`src/rtl/fwd_scoreboard_pkg.sv`:
```
// Shared types and constants for the forwarding scoreboard.
// Entry fields are sized for the widest supported configuration and zero-extended.
package fwd_scoreboard_pkg;

  localparam int REG_BITS      = 5;
  localparam int DEPTH_DEFAULT = 3;
  localparam int SEL_W         = $clog2(DEPTH_DEFAULT + 1);
  localparam int FWD_RF        = 0;

  localparam int ENTRY_RD_W  = 8;
  localparam int ENTRY_CNT_W = 8;

  typedef struct packed {
    logic                   v;
    logic [ENTRY_RD_W-1:0]  rd;
    logic [ENTRY_CNT_W-1:0] cnt;
  } entry_t;

endpackage

```
`src/rtl/fwd_port_match.sv`:
```
// Priority match of one read port against the shadow pipeline.
// Index 0 is stage 1 (youngest); the first live match decides sel or pending.
module fwd_port_match #(
  parameter int DEPTH    = 3,
  parameter int ADDR_W   = 5,
  parameter int SEL_BITS = 2
) (
  input  fwd_scoreboard_pkg::entry_t stages [DEPTH],
  input  logic [ADDR_W-1:0]          addr,
  output logic [SEL_BITS-1:0]        sel,
  output logic                       pending
);
  import fwd_scoreboard_pkg::*;

  logic found;

  always_comb begin
    sel     = SEL_BITS'(FWD_RF);
    pending = 1'b0;
    found   = 1'b0;
    for (int k = 0; k < DEPTH; k++) begin
      if (!found && stages[k].v && (addr != '0) &&
          (stages[k].rd == ENTRY_RD_W'(addr))) begin
        found = 1'b1;
        if (stages[k].cnt == '0) begin
          sel = SEL_BITS'(k + 1);
        end else begin
          pending = 1'b1;
        end
      end
    end
  end

endmodule

```
`src/rtl/fwd_scoreboard.sv`:
```
// Forwarding scoreboard: shadow pipeline of in-flight writes with per-entry
// ready countdown, per-port bypass select, load-use stall and stall counter.
module fwd_scoreboard #(
  parameter int REG_BITS = fwd_scoreboard_pkg::REG_BITS,
  parameter int NUM_RD   = 4,
  parameter int DEPTH    = 3,
  parameter int LAT_BITS = 2
) (
  input  logic                                 clk,
  input  logic                                 rst,
  input  logic                                 issue_valid,
  input  logic                                 issue_wr_en,
  input  logic [REG_BITS-1:0]                  issue_rd,
  input  logic [LAT_BITS-1:0]                  issue_lat,
  input  logic [NUM_RD*REG_BITS-1:0]           rd_addr,
  input  logic [NUM_RD-1:0]                    rd_used,
  input  logic [DEPTH-1:0]                     flush_mask,
  output logic [NUM_RD*$clog2(DEPTH+1)-1:0]    fwd_sel,
  output logic                                 stall,
  output logic [15:0]                          hazard_count
);
  import fwd_scoreboard_pkg::*;

  localparam int SEL_W = $clog2(DEPTH + 1);

  entry_t                 stage_q [DEPTH];
  entry_t                 stage_d [DEPTH];
  logic [15:0]            hazard_count_q, hazard_count_d;
  logic [NUM_RD-1:0]      pending;
  logic [ENTRY_CNT_W-1:0] lat_clamped;

  for (genvar i = 0; i < NUM_RD; i++) begin : g_port
    fwd_port_match #(
      .DEPTH   (DEPTH),
      .ADDR_W  (REG_BITS),
      .SEL_BITS(SEL_W)
    ) u_match (
      .stages (stage_q),
      .addr   (rd_addr[i*REG_BITS +: REG_BITS]),
      .sel    (fwd_sel[i*SEL_W +: SEL_W]),
      .pending(pending[i])
    );
  end

  assign stall        = |(pending & rd_used);
  assign hazard_count = hazard_count_q;

  // Clamping to DEPTH-1 means every entry is forwardable before it retires.
  always_comb begin
    lat_clamped = ENTRY_CNT_W'(issue_lat);
    if (lat_clamped > ENTRY_CNT_W'(DEPTH - 1)) begin
      lat_clamped = ENTRY_CNT_W'(DEPTH - 1);
    end

    for (int k = 0; k < DEPTH; k++) begin
      stage_d[k] = stage_q[k];
    end

    for (int k = DEPTH - 1; k >= 1; k--) begin
      stage_d[k].v   = stage_q[k-1].v & ~flush_mask[k-1];
      stage_d[k].rd  = stage_q[k-1].rd;
      stage_d[k].cnt = (stage_q[k-1].cnt != '0) ?
                       stage_q[k-1].cnt - ENTRY_CNT_W'(1) : '0;
    end

    stage_d[0].v   = issue_valid & issue_wr_en & ~stall &
                     (issue_rd != '0) & ~flush_mask[0];
    stage_d[0].rd  = ENTRY_RD_W'(issue_rd);
    stage_d[0].cnt = lat_clamped;

    hazard_count_d = hazard_count_q;
    if (stall && (hazard_count_q != 16'hFFFF)) begin
      hazard_count_d = hazard_count_q + 16'd1;
    end
  end

  always_ff @(posedge clk) begin
    if (rst) begin
      for (int k = 0; k < DEPTH; k++) begin
        stage_q[k] <= '0;
      end
      hazard_count_q <= '0;
    end else begin
      stage_q        <= stage_d;
      hazard_count_q <= hazard_count_d;
    end
  end

endmodule

```
`config.mk`:
```
export PLATFORM = sky130hd
export DESIGN_NAME = fwd_scoreboard
export DESIGN_NICKNAME = d
export VERILOG_FILES = /design/src/rtl/fwd_scoreboard_pkg.sv /design/src/rtl/fwd_port_match.sv /design/src/rtl/fwd_scoreboard.sv
export SDC_FILE = /design/constraint.sdc
export NUM_CORES = 1
export LEC_CHECK = 0
export BUFFER_PORTS_ARGS = -buffer_cell sky130_fd_sc_hd__buf_4
export CORE_MARGIN = 5
export CORE_UTILIZATION = 50
export CTS_CLUSTER_DIAMETER = 100
export CTS_CLUSTER_SIZE = 20
export DETAILED_ROUTE_END_ITERATION = 16
export PLACE_DENSITY = 0.76
export SYNTH_ARGS = -nofsm -noshare
export SYNTH_HDL_FRONTEND = slang
export SYNTH_HIERARCHICAL = 1
export SYNTH_SLANG_ARGS = --single-unit
```
`constraint.sdc`:
```
create_clock -name clk -period 2.43 [get_ports clk]
set_input_delay 0.243 -clock clk [delete_from_list [all_inputs] [get_ports clk]]
set_output_delay 0.243 -clock clk [all_outputs]
set_load 0.02 [all_outputs]
```
== Word-level counts from Yosys, hierarchy flattened ==
Cells that the tools add are included.

* Logic and storage cells: 147
* Bits in registers: 67
* Bits of input ports: 38
* Output and inout port bits: 25

* Multiplexer cells: 51
* Bitwise gates (word level): 12
* Reduce and logical (&&, ||, !) cells: 55
* $add $sub $neg: 3
* Magnitude comparators: 1
* Equal/unequal tests: 13

{| class="wikitable"
|+ Operators with widths
! operator !! number
|-
| equality test 8 x 5 -> 1 bit || 12
|-
| 2-to-1 mux 2 bit || 19
|-
| logical AND 1 bit || 33
|-
| 2-to-1 mux 1 bit || 32
|-
| nonzero test 5 bit || 5
|-
| zero test 8 bit || 3
|-
| adder 16 x 1 -> 16 bit, second input constant || 1
|-
| != test 16 bit, second input constant || 1
|-
| nonzero test 8 bit || 2
|-
| subtractor 8 x 1 -> 8 bit, second input constant || 2
|-
| zero test 1 bit || 8
|-
| bitwise AND 1 bit || 6
|-
| OR reduction 2 bit || 3
|-
| NOT 1 bit || 5
|-
| bitwise AND 4 bit || 1
|-
| OR reduction 4 bit || 1
|-
| > comparator 2 bit, second input constant || 1
|}

== Logic depth before layout (Yosys ltp) ==
Gate-level depths: netlist of run 1.

* Word-level depth: 20
* Depth in mapped cells: 12
* Depth with buffers taken out: 10

== By module ==
Netlist of run 1, hierarchy kept.

{| class="wikitable"
|+ Modules (own cells, without submodules)
! module !! sequential area each (um^2) !! instances !! area each (um^2) !! cells an instance
|-
| fwd_scoreboard || 900.9 || 1 || 1762.9 || 180
|-
| fwd_port_match || 0.0 || 4 || 319.1 || 46
|}

== Least setup slack after synthesis of run 1 ==
Ideal clock, no wire load.

* Path type: in2reg
* From: input rd_addr[1]
* To: register hazard_count_q[14] (netlist: hazard_count[14])
* Buffers on the path: 2
* Data arrival time: 2488 ps
* Cell stages on the path: 11
* Required time: 2309 ps
* Slack: -178 ps
* Setup time: 121 ps
* Path through: or4_1 > nor2_2 > or3_4 > and3_1 > o31a_1 > a22oi_1 > and2_1 > clkbuf_1 > buf_2 > nor4_1 > mux2_2

* Word-level cells in the longest chain between the ends: 17
* Elaborated cells between the ends (all ways): 24
* Classes of those cells: 3 x eq/ne; 7 x mux; 1 x bitwise; 13 x reduce/logical

{| class="wikitable"
|+ Ends and longest elaborated chain
! item !! RTL line !! RTL
|-
| from (decl) || fwd_scoreboard.sv:15 || <nowiki>input logic [NUM_RD*REG_BITS-1:0] rd_addr,</nowiki>
|-
| nonzero test 5 bit || fwd_port_match.sv:22 || <nowiki>if (!found && stages[k].v && (addr != '0) &&</nowiki>
|-
| logical AND 1 bit (2 in series) || fwd_port_match.sv:22 ||
|-
| 2-to-1 mux 1 bit || fwd_port_match.sv:22 ||
|-
| zero test 1 bit || fwd_port_match.sv:22 ||
|-
| logical AND 1 bit (3 in series) || fwd_port_match.sv:22 ||
|-
| 2-to-1 mux 1 bit || fwd_port_match.sv:22 ||
|-
| zero test 1 bit || fwd_port_match.sv:22 ||
|-
| logical AND 1 bit (3 in series) || fwd_port_match.sv:22 ||
|-
| 2-to-1 mux 1 bit * || fwd_port_match.sv:22 ||
|-
| net pending[0] || fwd_scoreboard.sv:29 || <nowiki>logic [NUM_RD-1:0] pending;</nowiki>
|-
| bitwise AND 4 bit * || fwd_scoreboard.sv:45 || <nowiki>assign stall = |(pending & rd_used);</nowiki>
|-
| OR reduction 4 bit * || fwd_scoreboard.sv:45 ||
|-
| logical AND 1 bit * || fwd_scoreboard.sv:72 || <nowiki>if (stall && (hazard_count_q != 16'hFFFF)) begin</nowiki>
|-
| to (signal assigned) || fwd_scoreboard.sv:85 || <nowiki>hazard_count_q <= hazard_count_d;</nowiki>
|-
| to (decl) || fwd_scoreboard.sv:28 || <nowiki>logic [15:0] hazard_count_q, hazard_count_d;</nowiki>
|}

Mark *: on every way through the listed nets, which the timed path passes. The rest lies on a longest branch.
A chain may end at the register's enable or synchronous reset.

== Worst setup path after layout of run 1 ==
* From: register stage_q (netlist bit stage_d[11])
* To: register hazard_count_q[11] (netlist: hazard_count[11])

* Word-level cells in the longest chain between the ends: 11
* Elaborated cells between the ends (all ways): 43
* Classes of those cells: 4 x eq/ne; 16 x mux; 1 x bitwise; 22 x reduce/logical

{| class="wikitable"
|+ Ends and longest elaborated chain
! item !! RTL line !! RTL
|-
| from (decl) || fwd_scoreboard.sv:26 || <nowiki>entry_t stage_q [DEPTH];</nowiki>
|-
| from (signal assigned) || fwd_scoreboard.sv:84 || <nowiki>stage_q <= stage_d;</nowiki>
|-
| equality test 8 x 5 -> 1 bit * || fwd_port_match.sv:23 || <nowiki>(stages[k].rd == ENTRY_RD_W'(addr))) begin</nowiki>
|-
| logical AND 1 bit * || fwd_port_match.sv:22 ||
|-
| 2-to-1 mux 1 bit || fwd_port_match.sv:22 ||
|-
| zero test 1 bit || fwd_port_match.sv:22 ||
|-
| logical AND 1 bit (3 in series) || fwd_port_match.sv:22 ||
|-
| 2-to-1 mux 1 bit * || fwd_port_match.sv:22 ||
|-
| net pending[2] || fwd_scoreboard.sv:29 ||
|-
| bitwise AND 4 bit * || fwd_scoreboard.sv:45 ||
|-
| OR reduction 4 bit * || fwd_scoreboard.sv:45 ||
|-
| logical AND 1 bit * || fwd_scoreboard.sv:72 ||
|}

Marked as above.

==> metrics.md, run 1 <==
| Metric | Value |
|---|---|
| Outcome | finished, violations left |
| Failing checks | setup timing |
| Top sig layer | met4 |
| Layout area overhead | 56.9% |
| Post-synth EDFFs | 0 |
| First DRT Iteration DRCs | 160 |
| Cell Count, Final, Fillers Out | 619 |
| RSZ-0062 raised after global routing | yes |
| Register area share after synthesis | 0.296 |
| Metal3 WL | 446 um |
| DP Worst Slack | -422 ps |
| Upper clock frequency limit | 0.359 GHz |
| Detail Route Antenna Nets | 0 |
| Drt first pass iters | 4 |
| Final hold violation count | 0 |
| Clock Tree Buf Depth | 2 |
| Final setup fails | 19 |
| GRT Util Overall | 0.240 |
| Hold Crit Endpoint | stage_q[16] |
| IO buf count | 61 |
| GRT overflow | 0 |
| CP Data Arrival Time | 2960 ps |
| Reg2Reg Depth | 13 |
| Reg area | 922 um2 |
| Cells after synthesis | 364 |
| Worst hold slack | 113 ps |
| Initial Utilization | 0.513 |
| Setup Skew | 9.93 ps |
| NumNets Final | 587 |
| PnR worst setup slack | -352 ps |
| Via density | 5.31 |
| Die Y | 88.0 um |
| Power share of the combinational group | 0.204 |
| Placed cell areas | 4240 um2 |
| Row count | 28 |
| First-pass GRT wire length | 14.7 mm |
| Sequential share of power | 0.489 |
| #FFs+latches synth | 45 |
| Crit Path Category | reg -> reg |
| Synth unique cells | 40 |
| Die Wd | 88.0 um |
| DRC errors left | 0 |
| Total met2 wirelength after detailed routing | 4.82 mm |
| CTS Root Cell | clkbuf_8 |
| Switching portion of total power | 0.283 |
| H-tree depth | 2 |
| Static leakage | 1.75 nW |
| Layout cell share with drive strength beyond 1 | 0.373 |
| Flop2flop setup slack | -350 ps |
| VDD IR-drop max | 0.412 mV |
| Post-synthesis async set-or-reset flop share | 0 |
| WL per Instance | 15.4 um |
| Worst hold path class | in -> reg |
| Synth cell count leaders | xnor2_1 (60), dfxtp_1 (45), nor4_1 (34) |
| Mean post-synth cell area | 8.35 um2 |
| CP Launch Type | flop |
| Fillers | 396 |
| Largest net degree at the start of global routing | 50 |
| Tmin final | 2780 ps |
| Rel. slew slack | 0.648 |
| Hpwl dp | 6.78 mm |
| Die ar. | 7740 um2 |
| Hold path cells | 2 |
| Power share of the clock group | 0.307 |
| Synth area leader | dfxtp_1 |
| Total number of vias | 3286 |
| CP Capture Type | flop |
| Final Instance Area | 4770 um2 |
| Total Wirelength | 9.53 mm |
| Pins Over Slew Limit | 0 |
| Cells after DPL | 602 |
| M1 WL | 4.15 mm |
| Antenna cells | 0 |
| Top cells by area, synth | dfxtp_1 (30%), xnor2_1 (17%), nor4_1 (7.0%) |
| Synthesized area | 3040 um2 |
| P_int | 1.17 mW |
| Ys flop type | dfxtp_1 |
| Crit-path max FO | 7 |
| Req. time, crit path | 2600 ps |
| Multi-input gate area | 2620 um2 |
| Share of the synthesized area in the top cell type | 0.296 |
| Min-delay src | flush_mask[1] |
| Final worst path period share | 1.14 |
| CTS tree | yes |
| Num CTS Buffers | 5 |
| Switching power | 0.460 mW |
| Clk Latency, worst-skew pair | 300 ps |
| Clock sink total | 45 |
| IO Pins | 63 |
| RR Startpoint | stage_d[11] |
| Yosys warnings | 6 |
| Clock transition at the registers of the reported paths | 90 ps |
| Gpl congestion | 0.932 |
| Slew @ Worst Pin | 527 ps |
| Initial antenna violation count | 0 |
| Max Cap Viol | 0 |
| Pwr Density | 341 nW/um2 |
| Reg2reg end | hazard_count[11] |
| Most common cell in the netlist | xnor2_1 |
| Placeable Area | 5920 um2 |
| Vias in the first global route | 3112 |
## placed cells by master (no fill, tap or decap), drive strengths merged, types with 4 or more instances in the layout
master | netlist | routed
a21oi | 18 | 18
and3 | 5 | 5
buf | 3 | 121
clkbuf | 5 | 6
conb | 1 | 61
dfxtp | 45 | 45
ha | 6 | 6
inv | 9 | 9
mux2 | 5 | 5
nand2 | 30 | 30
nand3 | 10 | 10
nand4 | 17 | 17
nor2 | 11 | 11
nor2b | 21 | 21
nor3 | 15 | 15
nor3b | 5 | 5
nor4 | 35 | 35
nor4b | 12 | 12
o21ai | 8 | 8
o31a | 4 | 4
o31ai | 7 | 7
or2 | 7 | 7
or3 | 6 | 6
or4 | 12 | 12
xnor2 | 60 | 60
## registers in the layout (all words and copies together) (netlist names)
signal,flops
stage_d,10
hazard_count,16
stage_q,19
## worst max path at each step
stage                           start               end  slack, ps  cells after the start
after detailed placement  rd_addr[16]  hazard_count[15]       -420                     11
final                     stage_d[11]  hazard_count[11]       -350                     13
after CTS                 stage_d[11]             stall       -330                     11
after floorplan           stage_q[33]  hazard_count[14]        -30                     11
after global routing      stage_d[11]  hazard_count[11]       -430                     12
after global placement    rd_addr[16]  hazard_count[15]       -330                     11
## power by group through the flow
stage               clock network [mW]  registers, mW  logic, mW
floorplan                            0          0.810      0.158
global placement                     0          0.815      0.300
detailed placement                   0          0.817      0.309
CTS                              0.507          0.797      0.316
global route                     0.544          0.801      0.363
finish                           0.500          0.796      0.332
## layer usage
metal / GRT usage / up-vias
li1: - / 1647
met5: 0 / -
met3: 0.0367 / 12
met4: 0.0516 / 0
met1: 0.308 / 1540
met2: 0.424 / 87
## cell type report
type / instances / share of cell area
multi-input cells: 361 / 0.549
flip-flops and latches: 45 / 0.193
repair buffers: 121 / 0.210
clock inverters: 2 / 0.00289
well taps: 75 / 0.0197
clock buffers: 6 / 0.0173
inverters: 9 / 0.00761
## cells by family after synthesis
kind of cell / count (synthesis) / share of synthesized area
multiplexers: 5 / 0.0185
flip-flops: 45 / 0.296
buffers and inverters: 18 / 0.0288
AO/OA/AOI/OAI: 41 / 0.0823
XOR/XNOR: 60 / 0.173
adder cells (fa/ha/maj): 6 / 0.0247
AND/OR/NAND/NOR: 188 / 0.375
other: 1 / 0.00123
## through the flow
step / utilization / power [mW] / setup TNS [ps]
2_1_floorplan: - / 0.968 / -30.8
3_3_place_gp: 0.716 / 1.12 / -3890
3_5_place_dp: 0.716 / 1.13 / -5170
4_1_cts: 0.764 / 1.62 / -4650
5_1_grt: 0.805 / 1.71 / -5960
6_report: 0.805 / 1.63 / -4240
## worst max-delay path, cell delays in order, from the launching register on
cell and delay [ps]:
dfxtp_4 370, buf_6 110, xnor2_2 100, nand4_1 130
or3_4 400, buf_6 130, a21oi_2 90, o31a_1 180
a22oi_2 110, buf_4 150, a211o_4 360, buf_6 140
o31ai_1 270, a21oi_1 110
## what timing repair did
action,4_1_cts,5_1_grt
hold buffers,0,0
pin swaps,13,19
endpoints found under the setup margin,21,23
resized for setup,35,47
setup buffers,4,6
No activity file was read; power rests on OpenSTA's default activity.
==> inputs of run 2 (changes only) <==
Settings changed: PLACE_DENSITY 0.76 to 0.85.
==> run 2 against run 1 <==
The flow still finishes with violations (setup timing); fmax down 3.7%; clock power down 4.0%; design area up 0.89%; first-iteration DRC count up 74%; die area unchanged; combinational power up 3%; sequential power up 0.6%; routed wire length up 18%; register-to-register slack worse by 110 ps; cell count up 0.81%; non-clock buffer count up 4; highest routed layer unchanged.
==> metrics.md, run 2 (synthesis results as in run 1) <==
| Metric | Value |
|---|---|
| Outcome | finished, violations left |
| Failing checks | setup timing |
| Hpwl dp | 7.02 mm (+3.6%) |
| Pins Over Slew Limit | 0 (unchanged) |
| Worst path cell trace | buf_4, nor4b_1, nand2_1, nor3_1, nand3_1, o31a_1, a22oi_2, and2_4, buf_6, buf_4, buf_6, o21ai_2, nor4_1 |
| WL per Instance | 18.1 um (+17%) |
| Worst hold slack | 78.0 ps (-35.0 ps) |
| Static leakage | 1.78 nW (+1.2%) |
| VDD IR-drop max | 0.317 mV (-23%) |
| Final worst path period share | 1.19 (+0.0438) |
| Die Y | 88.0 um (unchanged) |
| IO buf count | 61 (unchanged) |
| Reg area | 926 um2 (+0.41%) |
| GRT overflow | 0 (unchanged) |
| Clock Tree Buf Depth | 2 (unchanged) |
| Reg2Reg Depth | 13 (unchanged) |
| Pwr Density | 338 nW/um2 (-1.1%) |
| Total number of vias | 3577 (+8.9%) |
| CP Launch Type | flop |
| First-pass GRT wire length | 16.2 mm (+11%) |
| Most frequent cells in the layout | buf_4 (110), conb_1 (61), xnor2_1 (52) |
| CP max stage cell | nor3_1 |
| Num CTS Buffers | 5 (unchanged) |
| CP Data Arrival Time | 3080 ps (+120 ps) |
| PnR worst setup slack | -458 ps (-106 ps) |
| Largest net degree at the start of global routing | 50 (unchanged) |
| DRC errors left | 0 (unchanged) |
| Final setup fails | 20 (+1) |
| Max reg flops | 19 (unchanged) |
| Slew @ Worst Pin | 703 ps (+175 ps) |
| Crit-path max FO | 5 (-2) |
| Max Cap Viol | 0 (unchanged) |
| Hold path cells | 2 (unchanged) |
| Switching power | 0.488 mW (+5.9%) |
| Power share of the clock group | 0.296 (-0.011) |
| Min-delay src | flush_mask[1] |
| Detail Route Antenna Nets | 0 (unchanged) |
| Gpl congestion | 0.923 (-0.94%) |
| H-tree depth | 2 (unchanged) |
| Power share of the combinational group | 0.211 (+0.007) |
| Rel. slew slack | 0.527 (-0.121) |
| Die Wd | 88.0 um (unchanged) |
| Initial antenna violation count | 0 (unchanged) |
| Die ar. | 7740 um2 (unchanged) |
| Largest stage delay on the critical path | 450 ps (+50 ps) |
| Antenna cells | 0 (unchanged) |
| Clk Latency, worst-skew pair | 310 ps (about the same) |
| GRT Util Overall | 0.270 (+0.0297) |
| Hold Crit Endpoint | stage_q[16] |
| Row count | 28 (unchanged) |
| Final Instance Area | 4810 um2 (+0.89%) |
| Placed cell areas | 4190 um2 (-1.1%) |
| IO Pins | 63 (unchanged) |
| RSZ-0062 raised after global routing | yes |
| Fillers | 336 (-15%) |
| P_int | 1.14 mW (-2.6%) |
| Reg with most FFs | stage_q |
| Setup Skew | 14.6 ps (+4.71 ps) |
| Flop2flop setup slack | -460 ps (-110 ps) |
| Commonest non-fill, non-tap cell in the layout | buf_4 |
| Layout area overhead | 58.3% |
| Clock transition at the registers of the reported paths | 100 ps (about the same) |
| Final hold violation count | 0 (unchanged) |
| CP Capture Type | flop |
| Total Wirelength | 11.3 mm (+18%) |
| Tmin final | 2890 ps (+106 ps) |
| Clock sink total | 45 (unchanged) |
| CTS tree | yes |
| Drt first pass iters | 5 (+1) |
| Via density | 5.73 (+8.0%) |
| Layout cell share with drive strength beyond 1 | 0.408 (+0.0349) |
| Initial Utilization | 0.513 (unchanged) |
| Placeable Area | 5920 um2 (unchanged) |
| RR Startpoint | stage_q[50] |
| Req. time, crit path | 2620 ps (+20 ps) |
| Upper clock frequency limit | 0.346 GHz (-3.7%) |
| Sequential share of power | 0.493 (+0.004) |
| Vias in the first global route | 3642 (+17%) |
| First DRT Iteration DRCs | 279 (+74%) |
| Multi-input gate area | 2670 um2 (+1.8%) |
| Worst hold path class | in -> reg |
| Reg2reg end | stage_q[50] |
| Switching portion of total power | 0.300 (+0.0174) |
| Crit Path Category | reg -> reg |
| Hold buffers post-CTS | 0 (unchanged) |
| NumNets Final | 592 (+0.85%) |
| CTS Root Cell | clkbuf_8 |
| DP Worst Slack | -352 ps (+70.8 ps) |
-- run 2: area by class of cell --
class | count | share of cell area
Clock inverter | 3 | 0.00364
Multi-Input combinational cell | 362 | 0.554
Sequential cell | 45 | 0.193
Timing Repair Buffer | 125 | 0.209
Tap cell | 75 | 0.0195
Inverter | 9 | 0.00702
Clock buffer | 5 | 0.0143
-- run 2: critical path, delay by kind of cell (launching register included) --
family,cells,cell delay [ps]
buffers and inverters,4,460
and+or+nand+nor,6,1580
AOI/OAI and AO/OA,3,370
DFF,1,370
-- run 2: how the worst max path moves through the flow --
stage,slack (ps),from,cells past startpoint,endpoint
final,-460,stage_q[50],13,stage_q[50]
after global routing,-560,stage_d[12],12,hazard_count[9]
after CTS,-350,stage_d[11],11,stall
after detailed placement,-350,stage_q[33],10,hazard_count[15]
after global placement,-270,stage_q[33],10,hazard_count[15]
after floorplan,-30,stage_q[33],11,hazard_count[14]
-- run 2: power by group through the flow --
stage | clock (mW) | sequential (mW) | combinational (mW)
after floorplan | 0 | 0.810 | 0.158
after global placement | 0 | 0.815 | 0.293
after detailed placement | 0 | 0.819 | 0.307
after CTS | 0.482 | 0.798 | 0.322
after global routing | 0.514 | 0.804 | 0.370
final | 0.480 | 0.801 | 0.343
-- run 2: metrics by stage --
step / instances / utilization / total power [mW] / setup TNS [ps]
floorplan: 424 / - / 0.968 / -30.8
global placement: 601 / 0.708 / 1.11 / -2980
detailed placement: 601 / 0.708 / 1.13 / -4570
finish: 624 / 0.812 / 1.62 / -6710
CTS: 616 / 0.768 / 1.60 / -3630
global route: 624 / 0.812 / 1.69 / -7900
-- run 2: routing by layer --
layer | global-route usage | vias to the layer above | share of wire | routed length (um)
met2 | 0.504 | 162 | 0.52 | 5860
met5 | 0 | - | 0 | 0
li1 | - | 1664 | - | -
met4 | 0.103 | 0 | 0.029 | 323
met3 | 0.0574 | 30 | 0.063 | 715
met1 | 0.295 | 1721 | 0.39 | 4390
-- run 2: what timing repair did --
item,4_1_cts,5_1_grt
cloned,1,1
gates resized for setup,41,54
pin swaps,15,26
setup endpoints to repair,21,23
setup buffers,6,7
==> inputs of run 3 (changes only) <==
Settings changed: REMOVE_ABC_BUFFERS set to 1.
==> run 3 against run 2 <==
Design area shrank 4.2%; worst hold slack gained 9.5 ps; critical endpoint is now stall; global-route usage shrank 1.2 points; largest power group unchanged; utilization shrank 3.4 points; combinational power shrank 4%; the run still ends with setup timing left; clock power shrank 0.8%.
==> metrics.md, run 3 (synthesis results as in run 1) <==
| Metric | Value |
|---|---|
| Pwr Density | 349 nW/um2 (+3.3%) |
| Setup Skew | 12.2 ps (-2.45 ps) |
| Initial Utilization | 0.513 (unchanged) |
| Placeable Area | 5920 um2 (unchanged) |
| PnR worst setup slack | -360 ps (+98.6 ps) |
| Tmin final | 2790 ps (-98.6 ps) |
| Die Y | 88.0 um (unchanged) |
| Upper clock frequency limit | 0.358 GHz (+3.5%) |
| CP Data Arrival Time | 2550 ps (-530 ps) |
| Layout area overhead | 51.6% |
| Clock sink total | 45 (unchanged) |
| Final hold violation count | 0 (unchanged) |
| Crit-path max FO | 5 (unchanged) |
| Initial antenna violation count | 0 (unchanged) |
| CP Launch Type | flop |
| Pins Over Slew Limit | 0 (unchanged) |
| Fillers | 376 (+12%) |
| Most frequent cells in the layout | buf_4 (111), conb_1 (61), xnor2_1 (56) |
| VDD IR-drop max | 0.323 mV (+1.8%) |
| Via density | 5.56 (-3.0%) |
| Largest net degree at the start of global routing | 50 (unchanged) |
| Power share of the clock group | 0.296 (about the same) |
| DRC errors left | 0 (unchanged) |
| Static leakage | 1.69 nW (-4.7%) |
| Hpwl dp | 7.09 mm (+0.94%) |
| Slew @ Worst Pin | 528 ps (-174 ps) |
| RSZ-0062 raised after global routing | yes |
| Rel. slew slack | 0.648 (+0.121) |
| CP Capture Type | primary output |
| H-tree depth | 2 (unchanged) |
| Row count | 28 (unchanged) |
| Reg2Reg Depth | 11 (-2) |
| Drt first pass iters | 5 (unchanged) |
| NumNets Final | 582 (-1.7%) |
| Outcome | finished, violations left |
| Worst hold slack | 87.5 ps (+9.52 ps) |
| Reg with most FFs | stage_q |
| Layout cell share with drive strength beyond 1 | 0.365 (-0.0425) |
| Crit Path Category | reg -> out |
| WL per Instance | 16.3 um (-10%) |
| Sequential share of power | 0.499 (+0.006) |
| Final worst path period share | 1.15 (-0.0406) |
| Clock transition at the registers of the reported paths | 90 ps (about the same) |
| Hold path cells | 2 (unchanged) |
| Clock Tree Buf Depth | 2 (unchanged) |
| Die ar. | 7740 um2 (unchanged) |
| Commonest non-fill, non-tap cell in the layout | buf_4 |
| Final setup fails | 17 (-15%) |
| Antenna cells | 0 (unchanged) |
| Power share of the combinational group | 0.205 (-0.006) |
| Failing checks | setup timing |
| GRT Util Overall | 0.258 (-0.0116) |
| GRT overflow | 0 (unchanged) |
| IO Pins | 63 (unchanged) |
| CTS Root Cell | clkbuf_8 |
| Worst hold path class | in -> reg |
| Detail Route Antenna Nets | 0 (unchanged) |
| Die Wd | 88.0 um (unchanged) |
| Max reg flops | 19 (unchanged) |
| Final TNS setup | -4040 ps (+2660 ps) |
| Switching power | 0.472 mW (-3.3%) |
| Hold buffers post-CTS | 0 (unchanged) |
| Num CTS Buffers | 5 (unchanged) |
| Total number of vias | 3413 (-4.6%) |
| Clk Latency, worst-skew pair | 310 ps (about the same) |
| Req. time, crit path | 2190 ps (-430 ps) |
| Max Cap Viol | 0 (unchanged) |
| Gpl congestion | 0.963 (+4.4%) |
| First-pass GRT wire length | 15.8 mm (-2.8%) |
| IO buf count | 61 (unchanged) |
| Vias in the first global route | 3409 (-6.4%) |
| P_int | 1.14 mW (about the same) |
| Total Wirelength | 9.99 mm (-11%) |
| Switching portion of total power | 0.293 (-0.00673) |
| First DRT Iteration DRCs | 219 (-22%) |
| CTS tree | yes |
## run 3: changes by cell type in the layout (fill, tap and decap cells not counted), sizes merged
cell	delta
clkbuf	+1
a211o	-1
clkinvlp	+1
buf	-9
clkinv	-2
## run 3: power groups by stage
stage / combinational, mW / sequential, mW / clock, mW
2_1_floorplan: 0.146 / 0.810 / 0
3_3_place_gp: 0.287 / 0.817 / 0
3_5_place_dp: 0.302 / 0.819 / 0
4_1_cts: 0.313 / 0.801 / 0.475
5_1_grt: 0.359 / 0.805 / 0.510
6_report: 0.329 / 0.802 / 0.476
## run 3: cell type report
type	count	area, um2	share of cell area
Inverter	9	33.8	0.00733
Timing Repair Buffer	116	911	0.198
Clock buffer	6	72.6	0.0157
Tap cell	75	93.8	0.0204
Sequential cell	45	925	0.201
Multi-Input combinational cell	361	2560	0.555
Clock inverter	2	15.0	0.00326
## run 3: through the flow
stage	setup slack, ps	area [um2]	std cells	power, mW	util
after floorplan	-102	3210	415	0.956	-
after global placement	-413	4190	605	1.10	0.708
after detailed placement	-487	4190	605	1.12	0.708
after CTS	-208	4470	614	1.59	0.755
after global routing	-381	4610	614	1.67	0.778
final	-360	4610	614	1.61	0.778
## run 3: metal layers
metal | vias up | GRT usage | wire [um]
met2 | 122 | 0.478 | 5240
met5 | - | 0 | 0
met4 | 0 | 0.0893 | 312
met3 | 32 | 0.0489 | 490
li1 | 1639 | - | -
met1 | 1620 | 0.293 | 3950
## run 3: timing repair
item                                    4_1_cts  5_1_grt
pin swaps                                    11       16
buffers inserted                              1        0
gates resized for setup                      37       34
gates cloned                                  0        0
endpoints found under the setup margin       21       22
## run 3: worst max-delay path, cell delays in order, from the launching register on
cell	delay [ps]
dfxtp_4	380
xnor2_1	150
nand4_1	170
or3_4	430
and3_4	160
o31a_1	240
a22oi_2	300
and2_4	240
inv_2	50
buf_6	120
## run 3: worst paths after layout
| kind | from | endpoint | slack (ps) |
|---|---|---|---|
| min | flush_mask[1] | stage_q[16] | 90 |
| max reg2reg | stage_d[11] | hazard_count[4] | -320 |
| min reg2reg | stage_d[11] | stage_q[11] | 530 |
| max | stage_d[11] | stall | -360 |
